### config.mk
export PLATFORM = sky130hd
export DESIGN_NAME = cia_int
export DESIGN_NICKNAME = d
export VERILOG_FILES = /design/src/rtl/cia_int.sv
export SDC_FILE = /design/constraint.sdc
export NUM_CORES = 1
export LEC_CHECK = 0
export ABC_CLOCK_PERIOD_IN_PS = 2900
export BUFFER_PORTS_ARGS = -buffer_cell sky130_fd_sc_hd__buf_4
export CELL_PAD_IN_SITES_DETAIL_PLACEMENT = 0
export CELL_PAD_IN_SITES_GLOBAL_PLACEMENT = 1
export CORE_MARGIN = 1.5
export CORE_UTILIZATION = 36
export DETAILED_ROUTE_END_ITERATION = 7
export GPL_ROUTABILITY_DRIVEN = 0
export MAX_ROUTING_LAYER = met4
export PLACE_DENSITY_LB_ADDON = 0.1
export SLEW_MARGIN = 20
export SYNTH_ARGS = -nofsm -noshare
export SYNTH_HDL_FRONTEND = slang
export SYNTH_SLANG_ARGS = --single-unit
### constraint.sdc
create_clock -name clk -period 2.9 [get_ports clk]
set_input_delay 0.58 -clock clk [delete_from_list [all_inputs] [get_ports clk]]
set_output_delay 0.58 -clock clk [all_outputs]
set_load 0.01 [all_outputs]
### src/rtl/cia_int.sv
// 8520 CIA interrupt control register: sticky per-source flags, per-source mask,
// read-clear and the IRQ output toward Paula.

module cia_int_bit (
   input  logic clk,
   input  logic reset,
   input  logic clk7_en,
   input  logic src,
   input  logic rd_clr,
   input  logic wr_mask,
   input  logic mask_set,
   input  logic mask_sel,
   output logic flag,
   output logic mask
);

   // A source event on the same edge as a read-clear wins, so no event is lost.
   always_ff @(posedge clk) begin
      if (clk7_en) begin
         if (reset) begin
            flag <= 1'b0;
            mask <= 1'b0;
         end else begin
            if (src)
               flag <= 1'b1;
            else if (rd_clr)
               flag <= 1'b0;
            if (wr_mask && mask_sel)
               mask <= mask_set;
         end
      end
   end

endmodule

module cia_int #(
   parameter int IRQ_DELAY = 1
) (
   input  logic       clk,
   input  logic       reset,
   input  logic       clk7_en,
   input  logic       wr,
   input  logic       icrs,
   input  logic [7:0] data_in,
   output logic [7:0] data_out,
   input  logic       ta,
   input  logic       tb,
   input  logic       alrm,
   input  logic       ser,
   input  logic       flag,
   output logic       irq
);

   logic [4:0] srcs;
   logic [4:0] icr;
   logic [4:0] icrmask;
   logic       rd_clr;
   logic       wr_mask;
   logic       unused_bits;

   assign srcs        = {flag, ser, alrm, tb, ta};
   assign rd_clr      = icrs & ~wr;
   assign wr_mask     = icrs & wr;
   assign unused_bits = ^data_in[6:5];

   for (genvar i = 0; i < 5; i++) begin : g_bit
      cia_int_bit u_bit (
         .clk      (clk),
         .reset    (reset),
         .clk7_en  (clk7_en),
         .src      (srcs[i]),
         .rd_clr   (rd_clr),
         .wr_mask  (wr_mask),
         .mask_set (data_in[7]),
         .mask_sel (data_in[i]),
         .flag     (icr[i]),
         .mask     (icrmask[i])
      );
   end

   // Delayed form samples the registered flag/mask state, so irq lags a set or
   // clear by exactly one clk7_en edge.
   if (IRQ_DELAY != 0) begin : g_irq_reg
      logic irq_q;
      always_ff @(posedge clk) begin
         if (clk7_en) begin
            if (reset)
               irq_q <= 1'b0;
            else
               irq_q <= |(icr & icrmask);
         end
      end
      assign irq = irq_q;
   end else begin : g_irq_comb
      assign irq = |(icr & icrmask);
   end

   assign data_out = (icrs && !wr) ? {irq, 2'b00, icr} : 8'h00;

endmodule

* After elaboration in Yosys (flattened, before gate mapping)
Index checks and enable logic that the tools add are counted. W data, S select, Z words.
Operators by class: mux-type cells 12, bitwise logic cells 4, reductions and logical operators 28
Operators with widths (count):
- $reduce_and A2 Y1 | 10
- $reduce_bool A3 Y1 | 5
- $mux W1 | 11
- $reduce_bool A2 Y1 | 5
- $mux W8 | 1
- $logic_and A1 B1 Y1 | 6
- $and A5 B5 Y5 | 1
- $reduce_or A5 Y1 | 1
- $and A1 B1 Y1 | 2
- $logic_not A1 Y1 | 1
- $not A1 Y1 | 1
Word-level totals: register bits 11, input port bits 18

* Depth between registers and ports, before layout
Gate-level depths: netlist of run 1.
word-level depth 4, depth in mapped cells 3, depth with buffers taken out 2

* Cells and area by module
Synthesis of run 1 repeated with hierarchy kept, for this count alone.
Unflattened totals: cells, all modules 50, area total of the unflattened synthesis 616.8 um^2
Modules (own cells, without submodules):
- cia_int_bit | instances 5, cells an instance 7, area an instance 97.6 um^2, sequential area each 60.1 um^2
- cia_int | instances 1, cells an instance 15, area an instance 128.9 um^2, sequential area each 30.0 um^2

* Worst setup path before layout of run 1
No wires, ideal clock.
path type input -> output, start input icrs, end output data_out[0], arrival time 1.017 ns, setup slack 1.303 ns, stages 3, buffers on the path 1, path through nor2b_2 > buf_6 > and2_1
On the way: cells in the longest elaborated chain, start to end 2
Ends and longest elaborated chain:
- from (decl) | RTL line 43 | input logic icrs,
- $logic_and A1 B1 Y1 | RTL line 98 | assign data_out = (icrs && !wr) ? {irq, 2'b00, icr} : 8'h00;
- $mux W8 | RTL line 98
- to (decl) | RTL line 45 | output logic [7:0] data_out,
No other way between the ends.

* Final worst setup path of run 1
Ends and elaborated chain as after synthesis.

==> flow_metrics.tcl, run 1 <==
set metrics [dict create \
    coreArea_sq_um 1520 \
    grt_pass1_wl_mm 1.67 \
    setup_viol 0 \
    netlist_instances 49 \
    clkSinkCount 11 \
    timing.final.crit_period_ps 1930 \
    rsz0062_at_grt "false" \
    fin_cells 86 \
    most-common-layout-cells "22 x buf_4, 11 x edfxtp_1, 9 x nor2b_1" \
    ys_seq_area_frac 0.556 \
    worstPathMaxFanout 11 \
    drtIter0Drc 9 \
    design.final.nets 89 \
    core.rowCount 14 \
    drv_cap 0 \
    power_leakage_nw 0.306 \
    cp-end-kind "output port" \
    dp.cells 82 \
    fillers 154 \
    yosys_warnings 0 \
    drc_errors 0 \
    dieArea_sq_um 1900 \
    report.final.slew_viol_count 0 \
    crit_chain "buf_4, nor2b_2, and2_1, buf_4" \
    ant_nets 0 \
    seq_area_sq_um 330 \
    final_hold_viol_count 0 \
    antenna_found_initial 0 \
    setup_tns_ps 0 \
    crit_type "input port to output port" \
    cp.arrival_ps 1350 \
    rrSetupSlack_ps 1750 \
    grt_pass1_vias 395 \
    critPathBufInv 2 \
    vdd_drop_max_mv 0.206 \
    root_buffer "clkbuf_4" \
    grt-ovfl-total 0 \
    clk_path_buf_depth 2 \
    syn_avg_cell_area_sq_um 12.1 \
    cts_setup_buffers 0 \
    vias_per_cell 5.09 \
    grt_max_degree 18 \
    cp_top_family "simple AND/OR/NAND/NOR gates" \
    rr_worst_depth 2 \
    status "completed" \
    fin_crit_sh 0.665 \
    multiInputGateArea_sq_um 223 \
    power_density_nw_per_um2 465 \
    htree_levels 1 \
    hp-start "clk7_en" \
    hold_path.class "input port to flop" \
    first_pass_iters 4 \
    port_buffers 22 \
    cp-start-kind "input port" \
    holdWs_ps 603 \
    die_w_microns 43.6 \
    syn_area_sq_um 594 \
    crit_top_cell "buf_4" \
    reg2reg_from "g_bit[1].u_bit.flag$_SDFFCE_PP0P_" \
    boundaryPins 27 \
    clk_pin_slew_ps 70 \
    r2r-end "irq$_SDFFCE_PP0P_" \
    required_ps 2320 \
    cts_tree "yes" \
    synthToLayoutAreaGrowth_pct 28.6 \
    vias 438 \
    start_util 0.390 \
    postCtsResizedCells 0 \
    hold_end "irq$_SDFFCE_PP0P_" \
    insertion_delay_ps 260 \
    drt_wl_total_mm 1.07 \
    synth_cell_types 14 \
    drive_above_1_share 0.371 \
    numCtsBuffers 3 \
    wl_per_cell_microns 12.4 \
    slowest_delay_ps 360 \
    ys_seq_elements 11 \
    mostFrequentLayoutCell "buf_4" \
    final.setup_skew_ps 2.72 \
    die_h_microns 43.6 \
    holdBufCountCts 0 \
    max_freq_ghz 0.519 \
    min_path_cells 1 \
    crit_path_top_delay_cell "nor2b_2" \
    diodes 0 \
    grt_use_total 0.124 \
]
## layout make-up
class                           instances  area share
Clock buffer                            4      0.0344
Sequential cell                        11       0.432
Tap cell                               16      0.0262
Timing Repair Buffer                   22       0.216
Multi-Input combinational cell         33       0.291
## sequential cells by signal, indices dropped and copies added (netlist names)
signal	count
g_bit.u_bit.flag	5
g_bit.u_bit.mask	5
irq	1
## logic make-up (layout without fill, tap and decap cells)
logic type,Yosys count,count (layout),share of synthesized area
AOI/OAI and AO/OA,13,13,0.164
buffers and inverters,6,26,0.0758
DFF,11,11,0.556
other,1,2,0.00631
and+or+nand+nor,18,18,0.198
## through the flow
stage | utilization | power [mW] | area (sq um) | setup WS (ps)
after floorplan | - | 0.231 | 598 | 1300
after global placement | 0.484 | 0.257 | 738 | 960
after detailed placement | 0.484 | 0.258 | 738 | 957
after CTS | 0.502 | 0.360 | 764 | 955
after global routing | 0.502 | 0.373 | 764 | 897
final | 0.502 | 0.356 | 764 | 971
## how the worst max path moves through the flow
stage	from	end	slack (ps)	depth (start not counted)
after detailed placement	icrs	data_out[0]	960	4
after global placement	icrs	data_out[1]	960	4
after global routing	icrs	data_out[7]	900	4
after floorplan	icrs	data_out[0]	1300	3
final	icrs	data_out[0]	970	4
after CTS	icrs	data_out[0]	960	4
## routing by layer
metal / global-route usage / vias to the layer above / part of all wire
met5: - / - / 0
met4: 0.0545 / 0 / 0
met3: 0.0417 / 0 / 0.082
met2: 0.203 / 20 / 0.50
met1: 0.137 / 199 / 0.42
li1: - / 219 / -
## Yosys cell counts
| master | number | area share |
|---|---|---|
| a222oi_1 | 1 | 0.017 |
| o31a_1 | 5 | 0.074 |
| conb_1 | 1 | 0.0063 |
| nor2b_2 | 1 | 0.015 |
| buf_4 | 4 | 0.051 |
| a31oi_1 | 5 | 0.053 |
| edfxtp_1 | 11 | 0.56 |
| buf_6 | 1 | 0.019 |
| and2_1 | 6 | 0.063 |
| and2b_1 | 2 | 0.025 |
| clkbuf_1 | 1 | 0.0063 |
| a21oi_1 | 1 | 0.0084 |
| a22oi_1 | 1 | 0.013 |
| nor2b_1 | 9 | 0.095 |
## power breakdown
group	internal, mW	switching (mW)	leakage, nW	total [mW]
clock network	0.0531	0.0489	0.0150	0.102
logic	0.0327	0.0253	0.191	0.0580
registers	0.190	0.00520	0.101	0.195
total	0.276	0.0794	0.306	0.356
Power figures use the tool's default switching activity.
==> run 2, diff against run 1 <==
ABC_CLOCK_PERIOD_IN_PS = 1800   (was 2900)
CORE_UTILIZATION = 33   (was 36)
clock period = 1.8 ns   (was 2.9 ns; I/O delays follow)
==> run 2 against run 1 <==
Critical path depth is 1 higher; first-iteration DRC count is 56% lower; via count is 1.6% lower; clock power is 64% higher; sequential share of layout area is 1.1 points lower; critical path type unchanged; critical endpoint is now data_out[4].
==> flow_metrics.tcl, run 2 (synthesized netlist as in run 1, its figures left out) <==
set metrics [dict create \
    totalPowerFinal_mw 0.576 \
    synthToLayoutAreaGrowth_pct 32.0 \
    dieArea_sq_um 2060 \
    boundaryPins 27 \
    max_freq_ghz 0.689 \
    most-common-layout-cells "23 x buf_4, 11 x edfxtp_1, 9 x nor2b_1" \
    grt_use_total 0.107 \
    antenna_found_initial 0 \
    fin_cells 96 \
    drive_above_1_share 0.394 \
    grt_pass1_wl_mm 1.48 \
    insertion_delay_ps 270 \
    design.final.nets 90 \
    required_ps 1440 \
    setup_tns_ps 0 \
    vias_per_cell 4.49 \
    core.rowCount 15 \
    cp-end-kind "output port" \
    preCtsSetupSlack_ps 346 \
    status "completed" \
    numCtsBuffers 3 \
    diodes 0 \
    ant_nets 0 \
    drt_wl_total_microns 997 \
    clk_pin_slew_ps 70 \
    clk_path_buf_depth 2 \
    power_leakage_nw 0.314 \
    die_w_microns 45.4 \
    port_buffers 22 \
    post_dp_cell_area_sq_um 757 \
    clkSinkCount 11 \
    coreArea_sq_um 1710 \
    cts_tree "yes" \
    crit_type "input port to output port" \
    postCtsResizedCells 0 \
    multiInputGateArea_sq_um 223 \
    fillers 170 \
    cts_setup_buffers 0 \
    holdBufCountCts 0 \
    setup_viol 0 \
    first_pass_iters 4 \
    worstPathMaxFanout 11 \
    rsz0062_at_grt "false" \
    power_density_nw_per_um2 734 \
    drv_cap 0 \
    fin_crit_sh 0.806 \
    cp-start-kind "input port" \
    grt_pass1_vias 350 \
    vias 431 \
    hold_path.class "input port to flop" \
    stdcell_area_sq_um 785 \
    report.final.slew_viol_count 0 \
    cp.arrival_ps 1090 \
    timing.final.crit_period_ps 1450 \
    drc_errors 0 \
    wl_per_cell_microns 10.4 \
    die_h_microns 45.4 \
    start_util 0.348 \
    final_hold_viol_count 0 \
    mostFrequentLayoutCell "buf_4" \
    root_buffer "clkbuf_4" \
    place_hpwl_microns 747 \
    seq_area_sq_um 330 \
    dp.cells 92 \
    htree_levels 1 \
    grt-ovfl-total 0 \
    final.setup_skew_ps 4.62 \
    drtIter0Drc 4 \
    grt_max_degree 18 \
    fin_ws_ps 349 \
    vdd_drop_max_mv 0.299 \
]
run 2: changes by cell type in the layout (fill, tap and decap cells not counted):
cell | previous run | this run
clkbuf_1 | 1 | 0
clkinv_2 | 0 | 1
buf_4 | 22 | 23
run 2: worst max-delay path, stage by stage:
cell and delay [ps]:
buf_4 130, nor2b_2 140, buf_4 160, and2_1 160, buf_4 140
run 2: area by class of cell:
| class | instances | area share |
|---|---|---|
| tap | 25 | 0.0399 |
| clock buffer | 3 | 0.0287 |
| sequential | 11 | 0.421 |
| timing repair buffer | 23 | 0.220 |
| clock inverter | 1 | 0.00638 |
| multi-input combinational | 33 | 0.284 |
run 2: through the flow:
step	hold WS, ps	util
2_1_floorplan	472	-
3_3_place_gp	602	0.443
3_5_place_dp	611	0.443
4_1_cts	368	0.459
5_1_grt	367	0.459
6_report	376	0.459
run 2: metal layers:
metal	vias up	global-route usage	part of all wire
met5	-	-	0
met4	0	0.0882	0
met3	0	0.0238	0.046
met2	15	0.144	0.50
met1	195	0.136	0.45
li1	221	-	-
run 2: final timing paths:
path | start | endpoint | slack (ps) | cells past startpoint
max | icrs | data_out[4] | 350 | 5
min | clk7_en | irq$_SDFFCE_PP0P_ | 380 | 1
max reg2reg | g_bit[1].u_bit.flag$_SDFFCE_PP0P_ | irq$_SDFFCE_PP0P_ | 710 | 2
min reg2reg | g_bit[4].u_bit.mask$_SDFFCE_PP0P_ | irq$_SDFFCE_PP0P_ | 620 | 2
run 2: where the power goes:
part / leakage [nW] / internal (mW) / total (mW) / switching (mW)
registers: 0.101 / 0.306 / 0.314 / 0.00753
clock network: 0.0177 / 0.0821 / 0.167 / 0.0849
logic: 0.196 / 0.0542 / 0.0948 / 0.0406
==> run 3, diff against run 2 <==
ABC_AREA = 1   (was not set)
ABC_CLOCK_PERIOD_IN_PS = 1300   (was 1800)
CORE_UTILIZATION = 28   (was 33)
clock period = 1.3 ns   (was 1.8 ns; I/O delays follow)
==> run 3 against run 2 <==
Sequential share of layout area is 0.33 points lower; core utilization is 6.0 points lower; die area is 18% higher; first-iteration DRC count is 25% higher; combinational power is 43% higher; worst hold slack worse by 170 ps; synthesized cell count is 43% higher.
==> flow_metrics.tcl, run 3 <==
set metrics [dict create \
    synthToLayoutAreaGrowth_pct 31.9 \
    rrSetupSlack_ps 360 \
    die_w_microns 49.3 \
    syn_avg_cell_area_sq_um 8.56 \
    ys_seq_elements 11 \
    fin_crit_sh 0.900 \
    p_comb_frac 0.170 \
    required_ps 1040 \
    antenna_found_initial 0 \
    vdd_drop_max_mv 0.370 \
    yosys_warnings 0 \
    hold_path.class "input port to flop" \
    die_h_microns 49.3 \
    cp-end-kind "output port" \
    diodes 0 \
    critPathBufInv 2 \
    reg2reg_from "g_bit[0].u_bit.flag$_SDFFCE_PP0P_" \
    dominantRegCellSynth "edfxtp_1" \
    ant_nets 0 \
    p_int_mw 0.608 \
    crit_chain "inv_1, nor2_1, buf_4" \
    synth_most_common_cell "nor2_1" \
    synth_top_area_cell "edfxtp_1" \
    mostFrequentLayoutCell "buf_4" \
    numCtsBuffers 3 \
    hold_end "irq$_SDFFCE_PP0P_" \
    grt_use_total 0.110 \
    p_sw_frac 0.241 \
    setup_viol 0 \
    root_buffer "clkbuf_4" \
    yosys-top-cells-count "14 x nor2_1, 13 x inv_1, 12 x nand2_1" \
    power_leakage_nw 0.391 \
    netlist_instances 70 \
    drive_above_1_share 0.312 \
    setup_tns_ps 0 \
    status "completed" \
    final_hold_viol_count 0 \
    postCtsResizedCells 0 \
    r2r-end "irq$_SDFFCE_PP0P_" \
    pwr-share-clk 0.286 \
    max_freq_ghz 0.855 \
    boundaryPins 27 \
    power_switching_mw 0.193 \
    core.rowCount 16 \
    post_dp_cell_area_sq_um 764 \
    crit_type "flop to output port" \
    most-common-layout-cells "22 x buf_4, 14 x nor2_1, 13 x inv_1" \
    holdBufCountCts 0 \
    fin_cells 120 \
    port_buffers 22 \
    dp.cells 116 \
    cp_top_family "flip-flops" \
    min_path_cells 1 \
    clkSinkCount 11 \
    vias_per_cell 4.12 \
    grt_max_degree 12 \
    rsz0062_at_grt "false" \
    grt_pass1_vias 483 \
    insertion_delay_ps 260 \
    routed-wl-met2_microns 544 \
    htree_levels 1 \
    grt-ovfl-total 0 \
    design.final.nets 112 \
    syn_area_sq_um 599 \
    place_hpwl_microns 820 \
    final.setup_skew_ps 0.702 \
    worstPathMaxFanout 2 \
    first_pass_iters 4 \
    p_seq_frac 0.544 \
    grt_pass1_wl_mm 1.98 \
    rr_worst_depth 4 \
    cts_tree "yes" \
    drt_wl_total_mm 1.15 \
    route.layer.met1.wl_microns 522 \
    start_util 0.302 \
    report.final.slew_viol_count 0 \
    drc_errors 0 \
    coreArea_sq_um 1980 \
    hp-start "clk7_en" \
    drv_cap 0 \
    stdcell_area_sq_um 791 \
    power_density_nw_per_um2 1010 \
    synth-async-reset-ratio 0 \
    cts_setup_buffers 0 \
    timing.final.crit_period_ps 1170 \
    route.met3.wl_microns 72 \
    cp-start-kind "flop" \
    slowest_delay_ps 400 \
    clk_path_buf_depth 2 \
    synth.area.top_cells "edfxtp_1 55%, nor2_1 8.8%, inv_1 8.1%, nand2_1 7.5%, a31oi_1 5.2%" \
    crit_path_top_delay_cell "edfxtp_1" \
    synth_cell_types 13 \
    synth-edff-count 11 \
    top_layer "met4" \
    ys_seq_area_frac 0.551 \
    cp.arrival_ps 910 \
    yosys.area.top_type_share 0.551 \
    dieArea_sq_um 2430 \
    clk_pin_slew_ps 70 \
    wl_per_cell_microns 9.60 \
    drtIter0Drc 5 \
    vias 494 \
]
run 3: area by class of cell:
class                   instances  area, sq um
multi-input cells              40          173
repair buffers                 22          165
fillers                       217         1190
well taps                      27         33.8
flip-flops and latches         11          330
inverters                      16         62.6
clock buffers                   4         26.3
run 3: power groups by stage:
stage	combinational (mW)	clock, mW	sequential [mW]
2_1_floorplan	0.0812	0	0.442
3_3_place_gp	0.135	0	0.444
3_5_place_dp	0.137	0	0.444
4_1_cts	0.138	0.235	0.436
5_1_grt	0.157	0.250	0.440
6_report	0.136	0.229	0.436
run 3: metrics by stage:
stage	util	power (mW)	hold slack [ps]	worst slack, ps
floorplan	-	0.523	372	390
global placement	0.386	0.579	475	200
detailed placement	0.386	0.581	476	176
CTS	0.399	0.808	200	114
global route	0.399	0.847	202	62.0
finish	0.399	0.801	205	130
run 3: how the worst max path moves through the flow:
stage	start	slack, ps	cells after the start	end
final	g_bit[3].u_bit.flag$_SDFFCE_PP0P_	130	3	data_out[3]
after global routing	g_bit[0].u_bit.flag$_SDFFCE_PP0P_	60	3	data_out[0]
after CTS	g_bit[0].u_bit.flag$_SDFFCE_PP0P_	110	3	data_out[0]
after detailed placement	wr	180	4	g_bit[2].u_bit.flag$_SDFFCE_PP0P_
after global placement	wr	200	5	data_out[4]
after floorplan	wr	390	4	g_bit[0].u_bit.flag$_SDFFCE_PP0P_
run 3: logic make-up (layout without fill, tap and decap cells):
logic type | count (synthesis) | count (layout) | share of synthesized area
simple gates | 28 | 28 | 0.182
buf+inv | 20 | 42 | 0.167
compound gates | 10 | 10 | 0.0939
flops | 11 | 11 | 0.551
other cells | 1 | 2 | 0.00626
run 3: worst register-to-register path, stage by stage (launching register included):
cell and delay (ps):
edfxtp_1 400, nand2_1 80, nand3_1 80, nor2_1 90, nor2_1 40
run 3: per-layer routing:
| metal | track usage | up-vias |
|---|---|---|
| met1 | 0.147 | 207 |
| met5 | - | - |
| met4 | 0.0714 | 0 |
| li1 | - | 263 |
| met3 | 0.0123 | 2 |
| met2 | 0.158 | 22 |
